File: src/rtl/aq32_pkg.sv
// Shared definitions for the aq32 CPU-bus UART responder.
// Holds the register index map, STATUS/CTRL bit positions and the
// bus-access FSM state encoding.
package aq32_pkg;

  // Register index (bus_addr = cpu_addr[3:2])
  localparam logic [1:0] REG_DATA   = 2'd0;
  localparam logic [1:0] REG_STATUS = 2'd1;
  localparam logic [1:0] REG_CTRL   = 2'd2;

  // STATUS bit positions
  localparam int STAT_RX_EMPTY  = 0;
  localparam int STAT_TX_FULL   = 1;
  localparam int STAT_RX_OVF    = 2;
  localparam int STAT_FRAME_ERR = 3;
  localparam int STAT_TX_DROP   = 4;

  // CTRL bit positions
  localparam int CTRL_RX_IRQ_EN = 0;
  localparam int CTRL_TX_IRQ_EN = 1;

  // DATA read: bit position of the rx_empty flag
  localparam int DATA_RX_EMPTY  = 31;

  typedef enum logic [1:0] {
    S_IDLE   = 2'd0,
    S_ACCESS = 2'd1,
    S_DONE   = 2'd2
  } bus_state_e;

endpackage

File: src/rtl/esp_uart_bus.sv
// Purpose : memory-mapped DATA/STATUS/CTRL registers over the UART FIFOs.
// Latency : 2 wait cycles minimum, access completes in the 3rd cycle.
// Backpr. : full TX FIFO drops the write; with ESP_UART_BUS_BLOCKING_EN it stalls.
//
// Ports:
//   clk, reset                  clock, synchronous active-high reset
//   bus_addr/wrdata/bytesel/wren/strobe -> bus request (held until !bus_wait)
//   bus_wait, bus_rddata        stall and read data (non-zero only in DONE)
//   txfifo_data/wr, txfifo_full TX FIFO push side
//   rxfifo_data/rd/empty        RX FIFO show-ahead pop side
//   rxfifo_overflow, rx_framing_error  error pulses captured as sticky bits
//   irq                         level interrupt (RX data / TX space)
// Build option: ESP_UART_BUS_BLOCKING_EN selects stall-on-full for DATA writes.
module esp_uart_bus
  import aq32_pkg::*;
#(
  parameter logic IRQ_TX_LEVEL = 1'b1
) (
  input  logic        clk,
  input  logic        reset,
  input  logic [1:0]  bus_addr,
  input  logic [31:0] bus_wrdata,
  input  logic [3:0]  bus_bytesel,
  input  logic        bus_wren,
  input  logic        bus_strobe,
  output logic        bus_wait,
  output logic [31:0] bus_rddata,
  output logic [8:0]  txfifo_data,
  output logic        txfifo_wr,
  input  logic        txfifo_full,
  input  logic [8:0]  rxfifo_data,
  output logic        rxfifo_rd,
  input  logic        rxfifo_empty,
  input  logic        rxfifo_overflow,
  input  logic        rx_framing_error,
  output logic        irq
);

  bus_state_e  state_q;
  logic [1:0]  addr_q;
  logic        wren_q;
  logic        bsel0_q;
  logic [4:0]  wdata_q;
  logic [8:0]  txfifo_data_q;
  logic [31:0] rddata_q;
  logic [1:0]  ctrl_q;
  logic        rx_ovf_q, frame_err_q, tx_drop_q;
  logic        rx_ovf_d, frame_err_d, tx_drop_d;

  logic        is_data_wr, is_data_rd, is_status_wr, tx_blocked, acc_leave;
  logic [31:0] rd_val;
  logic [2:0]  clr;

  // Upper write-data bits and upper byte enables carry no register state.
  logic unused_bits;
  assign unused_bits = ^{bus_wrdata[31:9], bus_bytesel[3:1]};

  assign is_data_wr   = wren_q && (addr_q == REG_DATA) && bsel0_q;
  assign is_data_rd   = !wren_q && (addr_q == REG_DATA);
  assign is_status_wr = wren_q && (addr_q == REG_STATUS) && bsel0_q;

`ifdef ESP_UART_BUS_BLOCKING_EN
  assign tx_blocked = is_data_wr && txfifo_full;
`else
  assign tx_blocked = 1'b0;
`endif

  // The single ACCESS cycle that commits the action and heads to DONE.
  assign acc_leave = (state_q == S_ACCESS) && !tx_blocked;

  // Strobes are gated by reset so an interrupted access never pushes/pops.
  assign txfifo_wr = !reset && acc_leave && is_data_wr && !txfifo_full;
  assign rxfifo_rd = !reset && acc_leave && is_data_rd && !rxfifo_empty;

  assign bus_wait    = !reset && bus_strobe && (state_q != S_DONE);
  assign bus_rddata  = rddata_q;
  assign txfifo_data = txfifo_data_q;

  assign irq = !reset &&
               ((ctrl_q[CTRL_RX_IRQ_EN] && !rxfifo_empty) ||
                (ctrl_q[CTRL_TX_IRQ_EN] && IRQ_TX_LEVEL && !txfifo_full));

  // Read value of the addressed register; the RX data field is masked when
  // the FIFO is empty since the show-ahead head is not valid then.
  always_comb begin
    rd_val = '0;
    case (addr_q)
      REG_DATA: begin
        rd_val[DATA_RX_EMPTY] = rxfifo_empty;
        if (!rxfifo_empty) rd_val[8:0] = rxfifo_data;
      end
      REG_STATUS: begin
        rd_val[STAT_RX_EMPTY]  = rxfifo_empty;
        rd_val[STAT_TX_FULL]   = txfifo_full;
        rd_val[STAT_RX_OVF]    = rx_ovf_q;
        rd_val[STAT_FRAME_ERR] = frame_err_q;
        rd_val[STAT_TX_DROP]   = tx_drop_q;
      end
      REG_CTRL: rd_val[1:0] = ctrl_q;
      default: rd_val = '0;
    endcase
  end

  // Sticky bits: a set pulse in the clearing cycle takes precedence.
  always_comb begin
    clr = '0;
    if (acc_leave && is_status_wr)
      clr = {wdata_q[STAT_TX_DROP], wdata_q[STAT_FRAME_ERR], wdata_q[STAT_RX_OVF]};
    rx_ovf_d    = (rx_ovf_q    && !clr[0]) || rxfifo_overflow;
    frame_err_d = (frame_err_q && !clr[1]) || rx_framing_error;
    tx_drop_d   = (tx_drop_q   && !clr[2]) || (acc_leave && is_data_wr && txfifo_full);
  end

  always_ff @(posedge clk) begin
    if (reset) begin
      state_q       <= S_IDLE;
      addr_q        <= '0;
      wren_q        <= 1'b0;
      bsel0_q       <= 1'b0;
      wdata_q       <= '0;
      txfifo_data_q <= '0;
      rddata_q      <= '0;
      ctrl_q        <= '0;
      rx_ovf_q      <= 1'b0;
      frame_err_q   <= 1'b0;
      tx_drop_q     <= 1'b0;
    end else begin
      rx_ovf_q    <= rx_ovf_d;
      frame_err_q <= frame_err_d;
      tx_drop_q   <= tx_drop_d;
      case (state_q)
        S_IDLE: begin
          rddata_q <= '0;
          if (bus_strobe) begin
            state_q <= S_ACCESS;
            addr_q  <= bus_addr;
            wren_q  <= bus_wren;
            bsel0_q <= bus_bytesel[0];
            wdata_q <= bus_wrdata[4:0];
            if (bus_wren && (bus_addr == REG_DATA) && bus_bytesel[0])
              txfifo_data_q <= bus_wrdata[8:0];
          end
        end
        S_ACCESS: begin
          if (!tx_blocked) begin
            state_q  <= S_DONE;
            rddata_q <= wren_q ? 32'd0 : rd_val;
            if (wren_q && (addr_q == REG_CTRL) && bsel0_q)
              ctrl_q <= wdata_q[1:0];
          end
        end
        S_DONE: begin
          state_q  <= S_IDLE;
          rddata_q <= '0;
        end
        default: state_q <= S_IDLE;
      endcase
    end
  end

endmodule

File: config.mk
export PLATFORM = sky130hd
export DESIGN_NAME = esp_uart_bus
export DESIGN_NICKNAME = d
export VERILOG_FILES = /design/src/rtl/aq32_pkg.sv /design/src/rtl/esp_uart_bus.sv
export SDC_FILE = /design/constraint.sdc
export NUM_CORES = 1
export LEC_CHECK = 0
export ABC_AREA = 1
export BUFFER_PORTS_ARGS = -buffer_cell sky130_fd_sc_hd__buf_2
export CORE_ASPECT_RATIO = 1.1
export CORE_MARGIN = 3
export CORE_UTILIZATION = 35
export DETAILED_ROUTE_END_ITERATION = 12
export GPL_TIMING_DRIVEN = 0
export PLACE_DENSITY = 0.73
export SLEW_MARGIN = 20
export SYNTH_ARGS = -nofsm -noshare
export SYNTH_HDL_FRONTEND = slang
export SYNTH_SLANG_ARGS = --single-unit
File: constraint.sdc
create_clock -name clk -period 1.3 [get_ports clk]
set_input_delay 0.26 -clock clk [delete_from_list [all_inputs] [get_ports clk]]
set_output_delay 0.26 -clock clk [all_outputs]
set_load 0.01 [all_outputs]
==> impl_metrics.env <==
export IMPL_failed_checks="setup timing"
export IMPL_cts_buffers=5
export IMPL_setup_violations=11
export IMPL_holdPathEnd="bus_rddata[7]"
export IMPL_crit_path_max_fanout=5
export IMPL_via_per_inst=4.16
export IMPL_cts_tree="done"
export IMPL_cp_slowest_cell="dfxtp_2"
export IMPL_powerDensity_nw_per_um2=1030
export IMPL_r2r_end="txfifo_data[3]"
export IMPL_worst_setup_path_start_kind="register"
export IMPL_grt_start_max_net_pins=12
export IMPL_r2r_start="state_q[0]"
export IMPL_finalHoldViolations=0
export IMPL_initialDrtViolationCount=53
export IMPL_wl_per_cell_um=9.93
export IMPL_start_util=0.369
export IMPL_hold_ws_ns=0.155
export IMPL_syn_inst=233
export IMPL_clock_path_buffers=2
export IMPL_outcome="finished with violations"
export IMPL_postLayoutCoreUtil=0.518
export IMPL_yosysWarnings=0
export IMPL_layout_setup_ws_ns=-0.266
export IMPL_grt_usage=0.132
export IMPL_root_buffer="clkbuf_8"
export IMPL_clock_fmax_mhz=639
export IMPL_report_final_slew_viol_count=0
export IMPL_placeableCoreArea_um2=4380
export IMPL_worst_path_most_repeated_cell="inv_1"
export IMPL_worstHoldStart="rxfifo_data[7]"
export IMPL_die_w_um=70.8
export IMPL_worst_ep_arrival_time_ns=1.31
export IMPL_drc_errors=0
export IMPL_syn_area_um2=1610
export IMPL_fin_cells=376
export IMPL_port_buffers=51
export IMPL_finalCritPeriodShare=1.20
export IMPL_yosysSeqAreaShare=0.434
export IMPL_min_period_ns=1.57
export IMPL_ant_nets=0
export IMPL_grt_antenna_before_repair=0
export IMPL_avgSynthCellArea_um2=6.93
export IMPL_antenna_cells=0
export IMPL_p_leak_nw=1.19
export IMPL_nFillCells=462
export IMPL_fin_skew_ns=0.00351
export IMPL_gp_congestion=0.839
export IMPL_clock_sinks=35
export IMPL_grt_pass1_vias=1383
export IMPL_path_cells="inv_1, nand2_1, nor2_4, inv_1, nor4_2, buf_2"
export IMPL_path_class="reg -> out"
export IMPL_yosys_register_bits=35
export IMPL_grt_pass1_wl_um=5820
export IMPL_finalNetCount=376
export IMPL_hp_class="in -> reg"
export IMPL_vdd_drop_max_v=0.000530
export IMPL_critPathCaptureType="output port"
export IMPL_grt_ovfl_total=0
export IMPL_syn2layout_area_growth_pct=40.5
export IMPL_drive_gt1_frac=0.342
export IMPL_rrSetupSlack_ns=-0.05
export IMPL_cap_violations=0
export IMPL_pin_count=100
export IMPL_ff2ff_path_depth=8
export IMPL_dr_pass1_iters=4
export IMPL_rsz0062_at_grt="yes"
export IMPL_clk_pin_slew_worst_paths_ns=0.07
export IMPL_die_area_um2=5460
export IMPL_worstSkewPairLatency_ns=0.29
export IMPL_die_y_um=77.2
export IMPL_synth_distinct_cells=22
export IMPL_required_ns=1.04
export IMPL_hpwl_um=2720
export IMPL_ctsHtreeMaxLevel=2
export IMPL_vias=1565
export IMPL_crit_path_max_incr_delay_ns=0.35
export IMPL_num_rows=25
export IMPL_dp_cells=359
export IMPL_wl_um=3730
export IMPL_worst_hold_path_num_cells=3
stage by stage:
stage	setup TNS, ns	setup WS, ns	instance area, µm²	power, mW
final	-0.782	-0.266	2270	2.35
after global routing	-1.75	-0.337	2270	2.46
after CTS	-0.660	-0.257	2190	2.35
after detailed placement	-0.521	-0.201	2020	1.45
after global placement	-0.456	-0.184	2020	1.45
after floorplan	0	0.0713	1700	1.36
worst max-delay path by stage:
stage	from	end	slack, ns	cells after the start
finish	state_q[1]	txfifo_wr	-0.27	6
global route	state_q[1]	txfifo_wr	-0.34	6
global placement	reset	irq	-0.18	5
CTS	state_q[1]	txfifo_wr	-0.26	6
floorplan	state_q[1]	txfifo_wr	0.07	5
detailed placement	reset	irq	-0.20	5
repair_timing:
action | 4_1_cts | 5_1_grt
endpoints found under the hold margin | 0 | 0
setup buffers | 5 | 2
hold buffers | 0 | 0
cloned | 0 | 2
resized for setup | 10 | 13
setup endpoints to repair | 4 | 28
pin swaps | 4 | 3
synth_stat cells, drive strengths merged:
master	n	area (µm²)
a211oi	1	7.51
a21oi	15	75.1
a32o	1	10.0
buf	24	180
clkbuf	2	7.51
clkinv	1	3.75
conb	1	3.75
dfxtp	35	701
inv	26	97.6
nand2	65	246
nand3	9	50.1
nor2	40	163
nor3b	1	7.51
nor4	1	6.26
o21ai	11	55.1
metal layers:
metal	global-route usage	share of wire	routed length, µm	vias to the layer above
met5	0	0	0	-
met4	0.0470	0.0088	33	0
met3	0.0524	0.087	325	5
met2	0.230	0.48	1800	51
met1	0.142	0.42	1580	665
li1	-	-	-	844
registers in the layout, indices dropped and copies added (netlist names):
name,cells
addr_q,2
bsel0_q,1
bus_rddata,10
ctrl_q,2
frame_err_q,1
rx_ovf_q,1
state_q,2
tx_drop_q,1
txfifo_data,9
wdata_q,5
wren_q,1
cells by family after synthesis:
logic type,after synthesis,share of synthesized area
simple gates,116,0.293
buf+inv,53,0.179
other cells,1,0.00232
compound gates,28,0.0915
flops,35,0.434
where the power goes:
part / internal [mW] / switching, mW / total, mW
clock: 0.482 / 0.392 / 0.874
combinational: 0.150 / 0.186 / 0.337
sequential: 1.11 / 0.0224 / 1.14
worst max-delay path, delay by kind of cell (launching register included):
kind	cells	cell delay, ns
buf+inv	3	0.28
flops	1	0.35
simple gates	3	0.39
cells in the final DEF, fill, tap and decap left out, types with 2 or more instances in the layout:
master and instances:
a21oi_1 15, buf_2 50, buf_4 29, buf_6 2, clkbuf_8 7, clkinvlp_4 2
conb_1 22, dfxtp_1 32, dfxtp_2 3, inv_1 25, nand2_1 62, nand2_2 2
nand3_1 8, nor2_1 33, nor2_2 3, nor2_4 4, o21ai_0 10
layout make-up:
class                           instances  area [µm²]  share of cell area
Clock inverter                          1        7.51             0.00331
Clock buffer                            7        96.3              0.0425
Buffer                                 26         199              0.0877
Timing Repair inverter                  1        5.00             0.00221
Tap cell                               54        67.6              0.0298
Sequential cell                        35         704               0.311
Inverter                               27         105              0.0463
Timing Repair Buffer                   59         334               0.147
Multi-Input combinational cell        166         749               0.330
(Power assumes the default switching activity.)
